### src/rtl/treadmill_pkg.sv
// Shared types and BCD helpers for the setpoint counter and its key front-end.
//   bcd_digit_t   : one BCD digit
//   key_state_t   : per-key FSM state (IDLE, HOLD, REPEAT)
//   bcd_inc/dec   : per-digit carry/borrow increment/decrement on up to 4 digits
//   bcd_to_bin    : weighted-sum conversion (multiplies by constants only)
//   bcd_valid     : all digits in 0..9
//   bin_to_bcd    : elaboration-time constant conversion (uses divide, constants only)
package treadmill_pkg;

   localparam int unsigned MAX_DIGITS = 4;
   localparam int unsigned BCD_MAX_W  = 4 * MAX_DIGITS;

   typedef logic [3:0] bcd_digit_t;
   localparam bcd_digit_t DIGIT_MAX = 4'd9;

   typedef enum logic [1:0] {
      IDLE   = 2'd0,
      HOLD   = 2'd1,
      REPEAT = 2'd2
   } key_state_t;

   // Increment the low n digits; carry ripples 9 -> 0 into the next digit.
   function automatic logic [BCD_MAX_W-1:0] bcd_inc(input logic [BCD_MAX_W-1:0] v,
                                                    input int unsigned n);
      logic [BCD_MAX_W-1:0] r;
      logic                 carry;
      r     = v;
      carry = 1'b1;
      for (int unsigned i = 0; i < MAX_DIGITS; i++) begin
         if (i < n && carry) begin
            if (r[4*i +: 4] == DIGIT_MAX) begin
               r[4*i +: 4] = 4'd0;
            end else begin
               r[4*i +: 4] = r[4*i +: 4] + 4'd1;
               carry       = 1'b0;
            end
         end
      end
      return r;
   endfunction

   // Decrement the low n digits; borrow ripples 0 -> 9 into the next digit.
   function automatic logic [BCD_MAX_W-1:0] bcd_dec(input logic [BCD_MAX_W-1:0] v,
                                                    input int unsigned n);
      logic [BCD_MAX_W-1:0] r;
      logic                 borrow;
      r      = v;
      borrow = 1'b1;
      for (int unsigned i = 0; i < MAX_DIGITS; i++) begin
         if (i < n && borrow) begin
            if (r[4*i +: 4] == 4'd0) begin
               r[4*i +: 4] = DIGIT_MAX;
            end else begin
               r[4*i +: 4] = r[4*i +: 4] - 4'd1;
               borrow      = 1'b0;
            end
         end
      end
      return r;
   endfunction

   // Weighted sum of the low n digits.
   function automatic logic [BCD_MAX_W-1:0] bcd_to_bin(input logic [BCD_MAX_W-1:0] v,
                                                       input int unsigned n);
      int unsigned acc;
      int unsigned weight;
      acc    = 0;
      weight = 1;
      for (int unsigned i = 0; i < MAX_DIGITS; i++) begin
         if (i < n) begin
            acc    = acc + 32'(v[4*i +: 4]) * weight;
            weight = weight * 10;
         end
      end
      return BCD_MAX_W'(acc);
   endfunction

   // True when every one of the low n digits is a legal BCD digit.
   function automatic logic bcd_valid(input logic [BCD_MAX_W-1:0] v,
                                      input int unsigned n);
      logic ok;
      ok = 1'b1;
      for (int unsigned i = 0; i < MAX_DIGITS; i++) begin
         if (i < n && v[4*i +: 4] > DIGIT_MAX) ok = 1'b0;
      end
      return ok;
   endfunction

   // Constant conversion for parameters only; never used on live signals.
   function automatic logic [BCD_MAX_W-1:0] bin_to_bcd(input int unsigned v);
      logic [BCD_MAX_W-1:0] r;
      int unsigned          t;
      r = '0;
      t = v;
      for (int unsigned i = 0; i < MAX_DIGITS; i++) begin
         r[4*i +: 4] = 4'(t % 10);
         t           = t / 10;
      end
      return r;
   endfunction

endpackage

### src/rtl/key_repeat.sv
// Single push-button front end: 2-flop synchroniser, tap/hold/auto-repeat FSM.
//   CLOCK_50  in  system clock
//   reset     in  asynchronous active-low reset
//   key_n     in  raw button, active-low, asynchronous
//   clear     in  force IDLE and block until this key releases
//   step_req  out combinational step request for the current cycle
//   pressed   out synchronised key level (1 = held)
module key_repeat
   import treadmill_pkg::*;
#(
   parameter int unsigned HOLD_CYCLES   = 25000000,
   parameter int unsigned REPEAT_CYCLES = 5000000
) (
   input  logic CLOCK_50,
   input  logic reset,
   input  logic key_n,
   input  logic clear,
   output logic step_req,
   output logic pressed
);

   localparam int unsigned CNT_MAX = (HOLD_CYCLES > REPEAT_CYCLES) ? HOLD_CYCLES : REPEAT_CYCLES;
   localparam int unsigned CNT_W   = $clog2(CNT_MAX + 1);
   localparam logic [CNT_W-1:0] HOLD_LAST   = CNT_W'(HOLD_CYCLES - 1);
   localparam logic [CNT_W-1:0] REPEAT_LAST = CNT_W'(REPEAT_CYCLES - 1);

   logic             sync_1, sync_2;
   key_state_t       state_q, state_d;
   logic [CNT_W-1:0] cnt_q, cnt_d;
   logic             blocked_q, blocked_d;

   // Synchroniser; resets to released so a held key after reset is a fresh press.
   always_ff @(posedge CLOCK_50 or negedge reset) begin
      if (!reset) begin
         sync_1 <= 1'b1;
         sync_2 <= 1'b1;
      end else begin
         sync_1 <= key_n;
         sync_2 <= sync_1;
      end
   end

   assign pressed = ~sync_2;

   // State register.
   always_ff @(posedge CLOCK_50 or negedge reset) begin
      if (!reset) begin
         state_q   <= IDLE;
         cnt_q     <= '0;
         blocked_q <= 1'b0;
      end else begin
         state_q   <= state_d;
         cnt_q     <= cnt_d;
         blocked_q <= blocked_d;
      end
   end

   // Next state and step request; a blocked key waits for release before re-arming.
   always_comb begin
      state_d   = state_q;
      cnt_d     = cnt_q;
      blocked_d = blocked_q;
      step_req  = 1'b0;
      if (clear) begin
         state_d   = IDLE;
         cnt_d     = '0;
         blocked_d = 1'b1;
      end else if (blocked_q) begin
         state_d = IDLE;
         cnt_d   = '0;
         if (!pressed) blocked_d = 1'b0;
      end else begin
         case (state_q)
            IDLE: begin
               if (pressed) begin
                  step_req = 1'b1;
                  cnt_d    = '0;
                  state_d  = HOLD;
               end
            end
            HOLD: begin
               if (!pressed) begin
                  state_d = IDLE;
                  cnt_d   = '0;
               end else if (cnt_q == HOLD_LAST) begin
                  step_req = 1'b1;
                  cnt_d    = '0;
                  state_d  = REPEAT;
               end else begin
                  cnt_d = cnt_q + CNT_W'(1);
               end
            end
            REPEAT: begin
               if (!pressed) begin
                  state_d = IDLE;
                  cnt_d   = '0;
               end else if (cnt_q == REPEAT_LAST) begin
                  step_req = 1'b1;
                  cnt_d    = '0;
               end else begin
                  cnt_d = cnt_q + CNT_W'(1);
               end
            end
            default: begin
               state_d = IDLE;
               cnt_d   = '0;
            end
         endcase
      end
   end

endmodule

### src/rtl/setpoint_counter.sv
// Up/down setpoint register with BCD and binary views, driven by two buttons.
// Build option: define SETPOINT_WRAP_EN to wrap MAX<->MIN instead of saturating.
//   CLOCK_50   in  system clock
//   reset      in  asynchronous active-low reset
//   key_up_n   in  raw up button, active-low
//   key_dn_n   in  raw down button, active-low
//   load       in  single-cycle preset strobe
//   load_bcd   in  preset value, BCD, digit 0 in [3:0]
//   value_bcd  out current value, BCD
//   value_bin  out current value, binary
//   at_min     out value_bin == MIN_VAL
//   at_max     out value_bin == MAX_VAL
//   step       out one-cycle pulse on each key-caused change
module setpoint_counter
   import treadmill_pkg::*;
#(
   parameter int unsigned NUM_DIGITS    = 2,
   parameter int unsigned BIN_W         = 8,
   parameter int unsigned MIN_VAL       = 0,
   parameter int unsigned MAX_VAL       = 19,
   parameter int unsigned INIT_VAL      = 0,
   parameter int unsigned HOLD_CYCLES   = 25000000,
   parameter int unsigned REPEAT_CYCLES = 5000000
) (
   input  logic                    CLOCK_50,
   input  logic                    reset,
   input  logic                    key_up_n,
   input  logic                    key_dn_n,
   input  logic                    load,
   input  logic [4*NUM_DIGITS-1:0] load_bcd,
   output logic [4*NUM_DIGITS-1:0] value_bcd,
   output logic [BIN_W-1:0]        value_bin,
   output logic                    at_min,
   output logic                    at_max,
   output logic                    step
);

   localparam int unsigned BCD_W = 4 * NUM_DIGITS;

   localparam logic [BIN_W-1:0] MIN_BIN  = BIN_W'(MIN_VAL);
   localparam logic [BIN_W-1:0] MAX_BIN  = BIN_W'(MAX_VAL);
   localparam logic [BIN_W-1:0] INIT_BIN = BIN_W'(INIT_VAL);

   localparam logic [BCD_MAX_W-1:0] MIN_BCD_FULL  = bin_to_bcd(MIN_VAL);
   localparam logic [BCD_MAX_W-1:0] MAX_BCD_FULL  = bin_to_bcd(MAX_VAL);
   localparam logic [BCD_MAX_W-1:0] INIT_BCD_FULL = bin_to_bcd(INIT_VAL);
   localparam logic [BCD_W-1:0]     MIN_BCD       = BCD_W'(MIN_BCD_FULL);
   localparam logic [BCD_W-1:0]     MAX_BCD       = BCD_W'(MAX_BCD_FULL);
   localparam logic [BCD_W-1:0]     INIT_BCD      = BCD_W'(INIT_BCD_FULL);

   localparam logic [BCD_MAX_W-1:0] MIN_WIDE = BCD_MAX_W'(MIN_VAL);
   localparam logic [BCD_MAX_W-1:0] MAX_WIDE = BCD_MAX_W'(MAX_VAL);

   logic                 up_req, dn_req;
   logic                 up_pressed, dn_pressed;
   logic                 both_pressed_c;
   logic [BCD_MAX_W-1:0] load_wide, load_sum, cur_wide;
   logic                 load_ok;
   logic [BIN_W-1:0]     bin_d;
   logic [BCD_W-1:0]     bcd_d;
   logic                 step_d;

   // Both keys held cancels any step and forces a fresh press afterwards.
   assign both_pressed_c = up_pressed & dn_pressed;

   key_repeat #(
      .HOLD_CYCLES   (HOLD_CYCLES),
      .REPEAT_CYCLES (REPEAT_CYCLES)
   ) u_key_up (
      .CLOCK_50 (CLOCK_50),
      .reset    (reset),
      .key_n    (key_up_n),
      .clear    (both_pressed_c),
      .step_req (up_req),
      .pressed  (up_pressed)
   );

   key_repeat #(
      .HOLD_CYCLES   (HOLD_CYCLES),
      .REPEAT_CYCLES (REPEAT_CYCLES)
   ) u_key_dn (
      .CLOCK_50 (CLOCK_50),
      .reset    (reset),
      .key_n    (key_dn_n),
      .clear    (both_pressed_c),
      .step_req (dn_req),
      .pressed  (dn_pressed)
   );

   assign load_wide = BCD_MAX_W'(load_bcd);
   assign load_ok   = bcd_valid(load_wide, NUM_DIGITS);
   assign load_sum  = bcd_to_bin(load_wide, NUM_DIGITS);
   assign cur_wide  = BCD_MAX_W'(value_bcd);

   // Next value: a valid load wins over key steps; binary and BCD move together.
   always_comb begin
      bin_d  = value_bin;
      bcd_d  = value_bcd;
      step_d = 1'b0;
      if (load && load_ok) begin
         if (load_sum < MIN_WIDE) begin
            bin_d = MIN_BIN;
            bcd_d = MIN_BCD;
         end else if (load_sum > MAX_WIDE) begin
            bin_d = MAX_BIN;
            bcd_d = MAX_BCD;
         end else begin
            bin_d = BIN_W'(load_sum);
            bcd_d = load_bcd;
         end
      end else if (up_req) begin
         if (value_bin < MAX_BIN) begin
            bin_d  = value_bin + BIN_W'(1);
            bcd_d  = BCD_W'(bcd_inc(cur_wide, NUM_DIGITS));
            step_d = 1'b1;
         end
`ifdef SETPOINT_WRAP_EN
         else begin
            bin_d  = MIN_BIN;
            bcd_d  = MIN_BCD;
            step_d = 1'b1;
         end
`endif
      end else if (dn_req) begin
         if (value_bin > MIN_BIN) begin
            bin_d  = value_bin - BIN_W'(1);
            bcd_d  = BCD_W'(bcd_dec(cur_wide, NUM_DIGITS));
            step_d = 1'b1;
         end
`ifdef SETPOINT_WRAP_EN
         else begin
            bin_d  = MAX_BIN;
            bcd_d  = MAX_BCD;
            step_d = 1'b1;
         end
`endif
      end
   end

   // Value and step registers.
   always_ff @(posedge CLOCK_50 or negedge reset) begin
      if (!reset) begin
         value_bin <= INIT_BIN;
         value_bcd <= INIT_BCD;
         step      <= 1'b0;
      end else begin
         value_bin <= bin_d;
         value_bcd <= bcd_d;
         step      <= step_d;
      end
   end

   assign at_min = (value_bin == MIN_BIN);
   assign at_max = (value_bin == MAX_BIN);

endmodule

### config.mk
export PLATFORM = sky130hd
export DESIGN_NAME = setpoint_counter
export DESIGN_NICKNAME = d
export VERILOG_FILES = /design/src/rtl/treadmill_pkg.sv /design/src/rtl/key_repeat.sv /design/src/rtl/setpoint_counter.sv
export SDC_FILE = /design/constraint.sdc
export NUM_CORES = 1
export LEC_CHECK = 0
export BUFFER_PORTS_ARGS = -buffer_cell sky130_fd_sc_hd__buf_2
export CORE_ASPECT_RATIO = 1.25
export CORE_MARGIN = 2
export CORE_UTILIZATION = 40
export CTS_CLUSTER_SIZE = 12
export DETAILED_ROUTE_END_ITERATION = 6
export GPL_TIMING_DRIVEN = 1
export SLEW_MARGIN = 40
export SYNTH_ARGS = -nofsm -noshare
export SYNTH_HDL_FRONTEND = slang
export SYNTH_HIERARCHICAL = 1
export SYNTH_SLANG_ARGS = --single-unit
### constraint.sdc
create_clock -name CLOCK_50 -period 4.01 [get_ports CLOCK_50]
set_input_delay 1.0025 -clock CLOCK_50 [delete_from_list [all_inputs] [get_ports CLOCK_50]]
set_output_delay 1.0025 -clock CLOCK_50 [all_outputs]
set_load 0.1 [all_outputs]
Word-level counts from Yosys, hierarchy flattened. Cells that the tools add are included.

Bits in registers: 77. Input port bits: 13. Output and inout bits: 19. Word-level logic and storage cells: 151.

Add/subtract/negate cells: 9. Multiply operators: 1. Magnitude comparators: 6. Eq/ne operators: 19. Mux-type cells: 86. Bitwise logic cells: 3. Reductions and logical operators: 13.

Operators with widths (count): 25-bit two-way mux (14); 25-bit one-hot mux with 3 select lines (2); 8-bit two-way mux (14); 25-bit by 1-bit adder with 25-bit output (second input constant) (2); 25-bit by 23-bit equality test with 1-bit output (second input constant) (2); 25-bit equality test (second input constant) (2); 1-bit two-way mux (34); 2-bit two-way mux (12); 4-bit two-way mux (6); 2-bit one-hot mux with 3 select lines (2); 5-bit by 2-bit inequality test with 1-bit output (second input constant) (2); 4-bit by 8-bit adder with 9-bit output (1); 9-bit by 5-bit > comparator with 1-bit output (second input constant) (1); 9-bit by 1-bit < comparator with 1-bit output (second input constant) (1); 3-bit AND reduction (3); 3-bit nonzero test (3); 4-bit by 1-bit adder with 4-bit output (second input constant) (2); 8-bit by 1-bit adder with 8-bit output (second input constant) (1); 4-bit equality test (second input constant) (2); 8-bit by 5-bit equality test with 1-bit output (second input constant) (1); 4-bit > comparator (second input constant) (2); 8-bit by 1-bit > comparator with 1-bit output (second input constant) (1); 4-bit logical NOT (2); 8-bit logical NOT (1); other kinds (15) (24).

Longest topological paths before layout. Gate-level depths: netlist of the first run.

Word-level depth: 14. Mapped depth: 13. Mapped depth without buffers: 12.

Modules after synthesis. The synthesis of the first run kept the hierarchy.

Modules (own cells, without submodules): key_repeat (u_key_up) (times used 1, cells an instance 251, area each 2060.7 um^2, sequential area each 753.2 um^2); key_repeat (u_key_dn) (times used 1, cells an instance 199, area each 1774.2 um^2, sequential area each 753.2 um^2); setpoint_counter (times used 1, cells an instance 204, area each 1735.4 um^2, sequential area each 425.4 um^2).

Worst setup path after synthesis of the first run. OpenSTA, ideal clock, no wires.

Path kind: reg-to-output. From: register value_bin[6]. To: output port at_max. Data arrival time: 4.183 ns. Required time: 3.008 ns. Slack: -1.176 ns. Stages on the path, launching flop included: 3. Buffers on the path: 0. Cell sequence: dfrtp_1 > or3_4 > nor4_1.

Longest elaborated chain between the ends: 1.

Ends and longest elaborated chain: from (decl) (line setpoint_counter.sv:32) `output logic [BIN_W-1:0] value_bin,`; from (signal assigned) (line setpoint_counter.sv:147) `value_bin <= bin_d;`; 8-bit by 5-bit equality test with 1-bit output (line setpoint_counter.sv:154) `assign at_max = (value_bin == MAX_BIN);`; to (decl) (line setpoint_counter.sv:34) `output logic at_max,`.

No other way between the ends.

Worst setup path in the final report of the first run.
From: register u_key_up.cnt_q[0]. To: register value_bin[6].

Longest elaborated chain between the ends: 8.

Ends and longest elaborated chain: from (decl) (line key_repeat.sv:29) `logic [CNT_W-1:0] cnt_q, cnt_d;`; from (signal assigned) (line key_repeat.sv:53) `cnt_q <= cnt_d;`; 25-bit by 23-bit equality test with 1-bit output / 25-bit equality test (equally long branches) (line key_repeat.sv:97, key_repeat.sv:85); 1-bit two-way mux (on tied branches) (line key_repeat.sv:97, key_repeat.sv:85); 1-bit two-way mux (on tied branches) (line key_repeat.sv:94, key_repeat.sv:82); 1-bit one-hot mux with 3 select lines * (line key_repeat.sv:73) `case (state_q)`; 1-bit two-way mux * (line key_repeat.sv:68) `end else if (blocked_q) begin`; 1-bit two-way mux * (line key_repeat.sv:64) `if (clear) begin`; net up_req (line setpoint_counter.sv:54) `logic up_req, dn_req;`; 3-bit inequality test (no source line), or another cell as far along; 3-bit AND reduction (no source line) / 8-bit two-way mux (equally long branches).

The timed path passes the listed nets; every way through them passes the cells marked *. A chain may end at the register's enable or synchronous reset.

==> summary.md, run 1 <==
| Metric | Value |
|---|---|
| Status | `completed` |
| Pwr/cell area | `525 nW/um2` |
| Synth Instances | `654` |
| Net Count, Synth | `695` |
| Die area | `14900 um2` |
| WP depth | `12` |
| Seq pwr share | `0.313` |
| Reg-to-reg critical path startpoint | `u_key_up/cnt_q[0]` |
| WP data required | `4.27 ns` |
| Post-CTS setup buffers | `0` |
| Grt met3 use | `0.0278` |
| Fin. Hold Viols | `0` |
| CTS buffer count | `9` |
| Top Usage Layer GRT | `met2` |
| Post_cts resized | `0` |
| Hold-fix buffers, CTS | `0` |
| # setup viols final | `0` |
| Reg2Reg Depth | `12` |
| Slew headroom | `0.500` |
| First-pass GRT wire length | `22600 um` |
| Port Buffers | `31` |
| EDFF count, synth | `0` |
| Max FO, Critical Path | `10` |
| Share of the synthesized area in the top cell type | `0.328` |
| Combinational Power Share | `0.408` |
| NetSw | `0.00142 W` |
| Post-Place Worst Slack | `0.382 ns` |
| Hold Path Class | `reg2reg` |
| Clock period minus worst slack | `3.57 ns` |
| DRC viols | `0` |
| Die extent in x | `110 um` |
| DRT iter0 DRCs | `280` |
| Total track usage | `0.189` |
| GRT met2 Usage | `0.325` |
| Area of the core | `13700 um2` |
| Setup WS post-layout | `0.437 ns` |
| Layout Cells excl Fill | `844` |
| Mean Syn Cell Area | `8.52 um2` |
| Final worst path period share | `0.891` |
| Starting Density | `0.407` |
| Reg2reg setup slack | `0.44 ns` |
| Worst R2R End | `value_bin[6]` |
| Clock Path Buffers | `2` |
| Leakage power | `2.58 nW` |
| Clk Latency, worst-skew pair | `0.34 ns` |
| Net Sw Frac | `0.440` |
| CTS tree | `yes` |
| Initial antenna violation count | `0` |
| DP HPWL | `9510 um` |
| Post-DR wirelength/cell | `15.9 um` |
| Critical path type | `reg2reg` |
| Synth Flop Type | `dfrtp_1` |
| Number of global-route vias before repair | `4707` |
| Clock Pin Slew Worst Setup and Hold Paths | `0.06 ns` |
| Maximum VDD drop | `0.420 mV` |
| Cell taking the most area after synthesis | `dfrtp_1` |
| Slowest stage delay, CP | `0.62 ns` |
| Crit-path cells | `ha_1 > and4_1 > nand2_2 > nor4_1 > o31a_1 > inv_1 > ha_1 > a21o_1 > a21oi_1 > or4b_2 > a41o_1 > a21oi_1` |
| Vias per std cell | `5.87` |
| Mapped Area | `5570 um2` |
| Vias | `4952` |
| Root buf cell | `clkbuf_16` |
| FF+latch count, synth | `77` |
| CP delay by family, top | `simple AND/OR/NAND/NOR gates` |
| Critical Path Source Type | `register` |
| Slowest cell on crit path | `or4b_2` |
| Maximum number of pins on one net before global-route repair | `78` |
| Total grt overflow | `0` |
| Crit path to | `value_bin[6]` |
| RSZ-0062 raised after global routing | `no` |
| Critical Path End Type | `register` |
| Slew Limit Fails | `0` |
| Routed wire length | `13400 um` |
| Number of synthesis warnings | `6` |
| Clk_skew | `0.00805 ns` |
| Main area contributors after synthesis | `dfrtp_1 (33%), ha_1 (5.6%), nand2_1 (5.4%)` |
| Cell Rows | `48` |
| Met1 Usage GRT | `0.238` |
| Fmax | `280 MHz` |
| Post-synth ARST share | `1.00` |
| Max-cap violations | `0` |
| Worst Path Buf+Inv | `1` |
| Clk network pwr share | `0.279` |
| Unique masters post-synth | `74` |
| H-tree levels | `3` |
| Pre-Repair DR Iteration Count | `5` |
| Tot Pwr | `0.00322 W` |
| Gpl congestion | `0.843` |
| Worst slew pin tran | `0.750 ns` |
| Worst Setup SP | `u_key_up/cnt_q[0]` |
| Syn-to-layout area delta | `10.0%` |
| Post-route ant nets | `0` |
| Cells after DPL | `828` |
| Nets@finish | `705` |
| Sink Count | `77` |
| Register area share after synthesis | `0.347` |
| N_diodes | `0` |
| Share of layout cells above drive strength 1 | `0.112` |
| Setup TNS | `0 ns` |
| Die Ht | `136 um` |
| Io pins | `32` |
| Internal Pwr Total | `0.00180 W` |
| Critical Path AT | `3.84 ns` |
-- metal layers --
layer | vias up | wire (um)
met3 | 17 | 387
met1 | 2390 | 5960
met5 | - | 0
met4 | 0 | 220
li1 | 2459 | -
met2 | 86 | 6870
-- layout make-up --
type / instances / area, um2
Clock buffer: 12 / 256
Clock inverter: 4 / 70.1
Fill cell: 1334 / 7560
Inverter: 34 / 128
Multi-Input combinational cell: 506 / 3320
Sequential cell: 77 / 1930
Tap cell: 175 / 219
Timing Repair Buffer: 36 / 199
-- cell usage in the layout, fill, tap and decap left out, types with 3 or more instances in the layout --
cell type	instances
a21o_1	5
a21oi_1	31
a22oi_1	3
a2bb2oi_1	9
a31oi_1	20
a41oi_1	3
and2_1	13
and3_1	13
and4_1	6
buf_2	30
buf_4	5
clkbuf_16	9
dfrtp_1	73
dfstp_2	4
fa_1	3
ha_1	25
inv_1	34
mux2i_1	8
nand2_1	80
nand2b_1	8
nand3_1	36
nand4_1	13
nor2_1	33
nor2b_1	6
nor3_1	17
nor4_1	12
nor4bb_1	3
o2111ai_1	9
o211ai_1	11
o21a_1	3
o21ai_0	33
o21ai_1	4
o221ai_1	15
o22ai_1	5
o31a_1	6
or3_1	10
xnor2_1	10
xor2_1	3
-- flip-flops by register name (all words and copies together) (netlist names), 2 cells and up --
register / cells
u_key_dn/cnt_q: 25
u_key_dn/state_q: 2
u_key_up/cnt_q: 25
u_key_up/state_q: 2
value_bcd: 8
value_bin: 8
-- stage by stage --
step / hold WS, ns / cell area, um2 / util
after floorplan: 0.345 / 5590 / -
after global placement: 0.349 / 5800 / 0.423
after detailed placement: 0.348 / 5800 / 0.424
after CTS: 0.357 / 6130 / 0.448
after global routing: 0.360 / 6130 / 0.448
final: 0.357 / 6130 / 0.448
-- cell families (layout without fill, tap and decap cells) --
kind of cell	count (synthesis)	in the layout	share of synthesized area
DFF	77	77	0.347
adders and majority gates	28	28	0.0669
xor gates and xnor gates	13	13	0.0204
buffers and inverters	71	86	0.0593
and+or+nand+nor	277	277	0.266
AOI/OAI and AO/OA	180	180	0.226
muxes	8	8	0.0144
-- power groups by stage --
stage	registers [W]	clock network, W	logic, W
after detailed placement	0.00102	0	0.00132
after CTS	0.00100	0.000921	0.00132
after global placement	0.00101	0	0.00129
after floorplan	0.00140	0	0.000693
final	0.00101	0.000897	0.00131
after global routing	0.00102	0.000958	0.00141
-- synth_stat cells, drive strengths merged (3+ instances only) --
cell type  number
buf            15
nand2          81
nor4bb          3
or3            12
and4            8
nand3          37
xnor2          10
nand2b          8
ha             25
dfstp           4
a41oi           3
a21o            6
o21a            3
nor4           13
clkbuf         22
and2           13
or2             4
a21oi          32
mux2i           8
dfrtp          73
a22oi           3
o31a            6
o221ai         15
o211ai         11
nor2           33
a2bb2oi         9
nor2b           6
fa              3
and3           14
o2111ai         9
o22ai           5
a31oi          20
nand4          14
o21ai          39
inv            34
xor2            3
nor3           18
-- worst min path at each step --
stage / cells after the start / slack (ns) / to / from
2_1_floorplan: 0 / 0.35 / u_key_dn/sync_2 / u_key_dn/sync_1
3_3_place_gp: 0 / 0.35 / u_key_up/sync_2 / u_key_up/sync_1
3_5_place_dp: 0 / 0.35 / u_key_up/sync_2 / u_key_up/sync_1
4_1_cts: 0 / 0.36 / u_key_up/sync_2 / u_key_up/sync_1
5_1_grt: 0 / 0.36 / u_key_up/sync_2 / u_key_up/sync_1
6_report: 0 / 0.36 / u_key_up/sync_2 / u_key_up/sync_1
Power figures use the tool's default switching activity.
==> run 2, diff against run 1 <==
--- a/config.mk
+++ b/config.mk
@@ -7,8 +7,9 @@
 export LEC_CHECK = 0
 export BUFFER_PORTS_ARGS = -buffer_cell sky130_fd_sc_hd__buf_2
 export CORE_ASPECT_RATIO = 1.25
-export CORE_MARGIN = 2
+export CORE_MARGIN = 1
 export CORE_UTILIZATION = 40
+export CTS_BUF_LIST = sky130_fd_sc_hd__clkbuf_8
 export CTS_CLUSTER_SIZE = 12
 export DETAILED_ROUTE_END_ITERATION = 6
 export GPL_TIMING_DRIVEN = 1
==> summary.md, run 2 (synthesized netlist as in run 1, its figures left out) <==
| Metric | Value |
|---|---|
| Syn-to-layout area delta | `7.84%` |
| Total track usage | `0.197 (+0.00760)` |
| Cell Rows | `47 (-2.1%)` |
| Post_cts resized | `0 (unchanged)` |
| Fillers | `1293 (-3.1%)` |
| Leakage power | `2.53 nW (-1.9%)` |
| Routed wire length | `13600 um (+0.95%)` |
| Post-CTS setup buffers | `0 (unchanged)` |
| N_diodes | `0 (unchanged)` |
| Pwr/cell area | `493 nW/um2 (-6.2%)` |
| Clk_skew | `0.0162 ns (+0.00810 ns)` |
| Commonest non-fill, non-tap cell in the layout | `nand2_1` |
| Clock Pin Slew Worst Setup and Hold Paths | `0.09 ns (+0.03 ns)` |
| Fin. Hold Viols | `0 (unchanged)` |
| Gpl congestion | `0.857 (+1.6%)` |
| Root buf cell | `clkbuf_8` |
| First-pass GRT wire length | `22600 um (-0.19%)` |
| Vias per std cell | `5.96 (+1.6%)` |
| Vias | `5007 (+1.1%)` |
| Regs by FF count | `u_key_dn/cnt_q (25), u_key_up/cnt_q (25)` |
| H-tree levels | `3 (unchanged)` |
| Initial antenna violation count | `0 (unchanged)` |
| Total grt overflow | `0 (unchanged)` |
| Maximum number of pins on one net before global-route repair | `78 (unchanged)` |
| Crit-path cells | `ha_1 > and4_1 > nand2_2 > nor4_1 > o31a_1 > inv_1 > ha_1 > a21o_1 > a21oi_1 > or4b_2 > a41o_1 > a21oi_1` |
| Tot Pwr | `0.00296 W (-8.1%)` |
| Post-DR wirelength/cell | `16.2 um (+1.4%)` |
| Setup TNS | `0 ns (unchanged)` |
| Cell Area, Placed | `5800 um2 (about the same)` |
| Die extent in x | `108 um (-1.8%)` |
| Max FO, Critical Path | `10 (unchanged)` |
| DRT iter0 DRCs | `357 (+28%)` |
| Hold Path Class | `reg2reg` |
| Sink Count | `77 (unchanged)` |
| Clock Path Buffers | `2 (unchanged)` |
| DRC viols | `0 (unchanged)` |
| Critical Path End Type | `register` |
| Share of layout cells above drive strength 1 | `0.109 (-0.00299)` |
| Slew headroom | `0.506 (+0.00597)` |
| Worst slew pin tran | `0.739 ns (-0.0110 ns)` |
| Die area | `14400 um2 (-3.3%)` |
| Clk Latency, worst-skew pair | `0.38 ns (+0.04 ns)` |
| Port Buffers | `31 (unchanged)` |
| Slew Limit Fails | `0 (unchanged)` |
| Pre-Repair DR Iteration Count | `5 (unchanged)` |
| Slowest cell on crit path | `or4b_2` |
| Io pins | `32 (unchanged)` |
| DP HPWL | `9270 um (-2.5%)` |
| Clk network pwr share | `0.217 (-0.062)` |
| CTS tree | `yes` |
| Die Ht | `134 um (-1.5%)` |
| Post-route ant nets | `0 (unchanged)` |
| Maximum VDD drop | `0.408 mV (-3.0%)` |
| Starting Density | `0.415 (+0.00866)` |
| Final worst path period share | `0.890 (about the same)` |
| # setup viols final | `0 (unchanged)` |
| RSZ-0062 raised after global routing | `no` |
| Seq pwr share | `0.338 (+0.025)` |
| Number of global-route vias before repair | `4747 (+0.85%)` |
| Fmax | `280 MHz (about the same)` |
| Max-cap violations | `0 (unchanged)` |
| Critical Path Source Type | `register` |
| WP data required | `4.31 ns (+0.04 ns)` |
| Leading cell types in the layout, fill and taps excluded | `nand2_1 (80), dfrtp_1 (73), inv_1 (37), nand3_1 (36)` |
| CTS buffer count | `9 (unchanged)` |
| NetSw | `0.00139 W (-1.7%)` |
| Net Sw Frac | `0.471 (+0.0305)` |
| Nets@finish | `705 (unchanged)` |
| Critical path type | `reg2reg` |
| Critical Path AT | `3.87 ns (+0.03 ns)` |
| Internal Pwr Total | `0.00157 W (-13%)` |
| Combinational Power Share | `0.444 (+0.036)` |
| Slowest stage delay, CP | `0.62 ns (about the same)` |
| Cell area after layout | `6010 um2 (-2.0%)` |
| Area of the core | `13400 um2 (-2.1%)` |
| Status | `completed` |
| Clock period minus worst slack | `3.57 ns (-0.00265 ns)` |
| Hold-fix buffers, CTS | `0 (unchanged)` |
==> run 2: path summary, 6_finish.rpt <==
check                             startpoint            endpoint  slack, ns  cells after the start
max                        u_key_up/cnt_q[0]        value_bin[6]       0.44                     12
min                          u_key_dn/sync_1     u_key_dn/sync_2       0.37                      0
max reg2reg                u_key_up/cnt_q[0]        value_bin[6]       0.44                     12
min reg2reg                  u_key_dn/sync_1     u_key_dn/sync_2       0.37                      0
max in group asynchronous              reset  u_key_up/cnt_q[17]       2.91                      1
min in group asynchronous              reset  u_key_dn/cnt_q[16]       0.63                      1
==> run 2: final cells by class <==
type / instances / area [um2] / share of cell area
timing repair buffer: 36 / 201 / 0.0335
clock inverter: 7 / 83.8 / 0.0140
clock buffer: 9 / 124 / 0.0206
tap: 171 / 214 / 0.0356
multi-input combinational: 506 / 3320 / 0.553
inverter: 34 / 128 / 0.0212
sequential: 77 / 1930 / 0.322
==> run 2: worst max-delay path: cells and delay by family, from the launching register on <==
family          cells  cell delay [ns]
simple gates        4             1.45
compound gates      5             0.76
fa+ha+maj           2             0.66
flops               1             0.40
buf+inv             1             0.20
==> run 2: stage by stage <==
stage | utilization | setup WS [ns] | hold WS (ns) | std cells
floorplan | - | 0.636 | 0.345 | 654
global placement | 0.432 | 0.456 | 0.349 | 824
detailed placement | 0.432 | 0.412 | 0.352 | 824
CTS | 0.448 | 0.451 | 0.368 | 840
global route | 0.448 | 0.199 | 0.367 | 840
finish | 0.448 | 0.440 | 0.367 | 840
==> run 2: metal layers <==
metal / up-vias / GRT usage / routed length (um)
met5: - / 0 / 0
met4: 0 / 0.0708 / 227
met3: 19 / 0.0462 / 539
met2: 109 / 0.337 / 6700
met1: 2421 / 0.238 / 6100
li1: 2458 / - / -
==> run 2: power by group through the flow <==
| stage | logic, W | registers, W | clock network (W) |
|---|---|---|---|
| 3_3_place_gp | 0.00129 | 0.00101 | 0 |
| 5_1_grt | 0.00141 | 0.00102 | 0.000711 |
| 4_1_cts | 0.00132 | 0.00100 | 0.000665 |
| 2_1_floorplan | 0.000693 | 0.00140 | 0 |
| 3_5_place_dp | 0.00131 | 0.00101 | 0 |
| 6_report | 0.00131 | 0.00100 | 0.000643 |
==> run 3, diff against run 2 <==
==> constraint.sdc (replaced) <==
create_clock -name CLOCK_50 -period 3.5 [get_ports CLOCK_50]
set_input_delay 0.875 -clock CLOCK_50 [delete_from_list [all_inputs] [get_ports CLOCK_50]]
set_output_delay 0.875 -clock CLOCK_50 [all_outputs]
set_load 0.1 [all_outputs]
==> summary.md, run 3 (synthesized netlist as in run 1, its figures left out) <==
| Metric | Value |
|---|---|
| Setup WS post-layout | `0.229 ns (-0.210 ns)` |
| Status | `completed` |
| Routed wire length | `13800 um (+1.5%)` |
| Crit-path cells | `nor4_1 > nand3_1 > nor4_2 > o31a_1 > inv_1 > ha_1 > a21o_1 > a21oi_1 > or4b_2 > a41o_1 > a21oi_1` |
| Slowest cell on crit path | `or4b_2` |
| Fillers | `1326 (+2.6%)` |
| Seq pwr share | `0.325 (-0.013)` |
| H-tree levels | `3 (unchanged)` |
| Layout Cells excl Fill | `849 (+1.1%)` |
| Number of global-route vias before repair | `4917 (+3.6%)` |
| Reg-to-reg critical path startpoint | `u_key_up/cnt_q[15]` |
| Clock Path Buffers | `2 (unchanged)` |
| Hold-fix buffers, CTS | `0 (unchanged)` |
| Clock period minus worst slack | `3.27 ns (-0.300 ns)` |
| Clock Pin Slew Worst Setup and Hold Paths | `0.08 ns (about the same)` |
| Syn-to-layout area delta | `10.3%` |
| Critical Path Source Type | `register` |
| Sink Count | `77 (unchanged)` |
| Area of the core | `13400 um2 (unchanged)` |
| Cell Rows | `47 (unchanged)` |
| Maximum VDD drop | `0.512 mV (+26%)` |
| Clk network pwr share | `0.245 (+0.028)` |
| Critical Path AT | `3.57 ns (-0.30 ns)` |
| Reg2reg setup slack | `0.23 ns (-0.21 ns)` |
| WHS Path Cells | `0 (unchanged)` |
| Max-cap violations | `0 (unchanged)` |
| Hold Path Class | `reg2reg` |
| Cells after DPL | `833 (+1.1%)` |
| Slew Limit Fails | `0 (unchanged)` |
| Leading cell types in the layout, fill and taps excluded | `nand2_1 (80), dfrtp_1 (73), nand3_1 (36), inv_1 (34)` |
| Fmax | `306 MHz (+9.2%)` |
| Die area | `14400 um2 (unchanged)` |
| WP data required | `3.80 ns (-0.51 ns)` |
| Worst Hold End | `u_key_dn/sync_2` |
| First-pass GRT wire length | `23400 um (+3.7%)` |
| DRT iter0 DRCs | `306 (-14%)` |
| Combinational Power Share | `0.430 (-0.014)` |
| Max FO, Critical Path | `6 (-4)` |
| Regs by FF count | `u_key_dn/cnt_q (25), u_key_up/cnt_q (25)` |
| Post-DR wirelength/cell | `16.2 um (+0.39%)` |
| Clk Latency, worst-skew pair | `0.37 ns (about the same)` |
| Leakage power | `2.61 nW (+2.9%)` |
| Share of layout cells above drive strength 1 | `0.128 (+0.0192)` |
| CTS buffer count | `9 (unchanged)` |
| Port Buffers | `31 (unchanged)` |
| Initial antenna violation count | `0 (unchanged)` |
| Maximum number of pins on one net before global-route repair | `78 (unchanged)` |
| N_diodes | `0 (unchanged)` |
| Pwr/cell area | `576 nW/um2 (+17%)` |
| Vias per std cell | `5.96 (about the same)` |
| Worst hold slack | `0.369 ns (+0.00187 ns)` |
| Clk_skew | `0.0139 ns (-0.00223 ns)` |
| Root buf cell | `clkbuf_8` |
| Nets@finish | `714 (+1.3%)` |
| Post_cts resized | `0 (unchanged)` |
| Post-route ant nets | `0 (unchanged)` |
| Io pins | `32 (unchanged)` |
| Worst slew pin tran | `0.736 ns (-0.00310 ns)` |
| Fin. Hold Viols | `0 (unchanged)` |
| Post-Place Worst Slack | `0.0854 ns (-0.327 ns)` |
| Pre-Repair DR Iteration Count | `5 (unchanged)` |
| Most used cell, CP | `a21oi_1` |
| DP HPWL | `9600 um (+3.6%)` |
| CTS tree | `yes` |
| NetSw | `0.00162 W (+16%)` |
| Slowest stage delay, CP | `0.62 ns (about the same)` |
| Final worst path period share | `0.934 (+0.0441)` |
| Commonest non-fill, non-tap cell in the layout | `nand2_1` |
| Critical Path End Type | `register` |
| # setup viols final | `0 (unchanged)` |
| Post-CTS setup buffers | `0 (unchanged)` |
| Final Util | `0.458 (+0.0102)` |
| Internal Pwr Total | `0.00192 W (+23%)` |
| Net Sw Frac | `0.457 (-0.0143)` |
| Critical path type | `reg2reg` |
| Reg2Reg Depth | `11 (-1)` |
| Gpl congestion | `0.849 (-0.99%)` |
| Total grt overflow | `0 (unchanged)` |
| Hold path startpoint | `u_key_dn/sync_1` |
| Slew headroom | `0.509 (+0.00344)` |
| DRC viols | `0 (unchanged)` |
| Die Ht | `134 um (unchanged)` |
| Total track usage | `0.201 (+0.00453)` |
| Worst R2R End | `value_bin[6]` |
| Vias | `5062 (+1.1%)` |
| Die extent in x | `108 um (unchanged)` |
| Starting Density | `0.415 (unchanged)` |
==> run 3: worst max-delay path, delay by kind of cell, from the launching register on <==
family,cells,cell delay [ns]
fa+ha+maj,1,0.37
flops,1,0.43
simple gates,4,1.51
buf+inv,1,0.11
compound gates,5,0.78
==> run 3: worst max path at each step <==
stage / startpoint / slack [ns] / endpoint
CTS: u_key_up/cnt_q[0] / 0.07 / value_bin[6]
global placement: load_bcd[5] / 0.21 / value_bcd[3]
global route: u_key_up/cnt_q[15] / -0.06 / value_bin[6]
detailed placement: u_key_up/cnt_q[0] / 0.09 / value_bin[6]
finish: u_key_up/cnt_q[15] / 0.23 / value_bin[6]
floorplan: value_bin[6] / 0.25 / at_max
==> run 3: cell type report <==
class,count,area [um2],share of cell area
inverter,34,128,0.0208
clock buffer,11,151,0.0246
timing repair buffer,45,267,0.0434
sequential,77,1930,0.314
multi-input combinational,506,3350,0.545
tap,171,214,0.0348
clock inverter,5,106,0.0173
==> run 3: power by group through the flow <==
stage / sequential [W] / clock, W / combinational, W
4_1_cts: 0.00115 / 0.000895 / 0.00152
3_3_place_gp: 0.00116 / 0 / 0.00150
2_1_floorplan: 0.00160 / 0 / 0.000793
6_report: 0.00115 / 0.000869 / 0.00152
5_1_grt: 0.00117 / 0.000928 / 0.00163
3_5_place_dp: 0.00117 / 0 / 0.00152
==> run 3: per-stage QoR <==
step / setup TNS [ns] / power [W] / cell area [um2]
after global placement: 0 / 0.00266 / 5860
after global routing: -0.0594 / 0.00373 / 6140
final: 0 / 0.00354 / 6140
after CTS: 0 / 0.00357 / 6120
after floorplan: 0 / 0.00239 / 5590
after detailed placement: 0 / 0.00268 / 5860
==> run 3: routing by layer <==
metal,wire (um),track usage,vias up
met4,189,0.0685,0
met2,7070,0.354,87
met5,0,0,-
met3,459,0.0335,16
met1,6050,0.246,2481
li1,-,-,2478
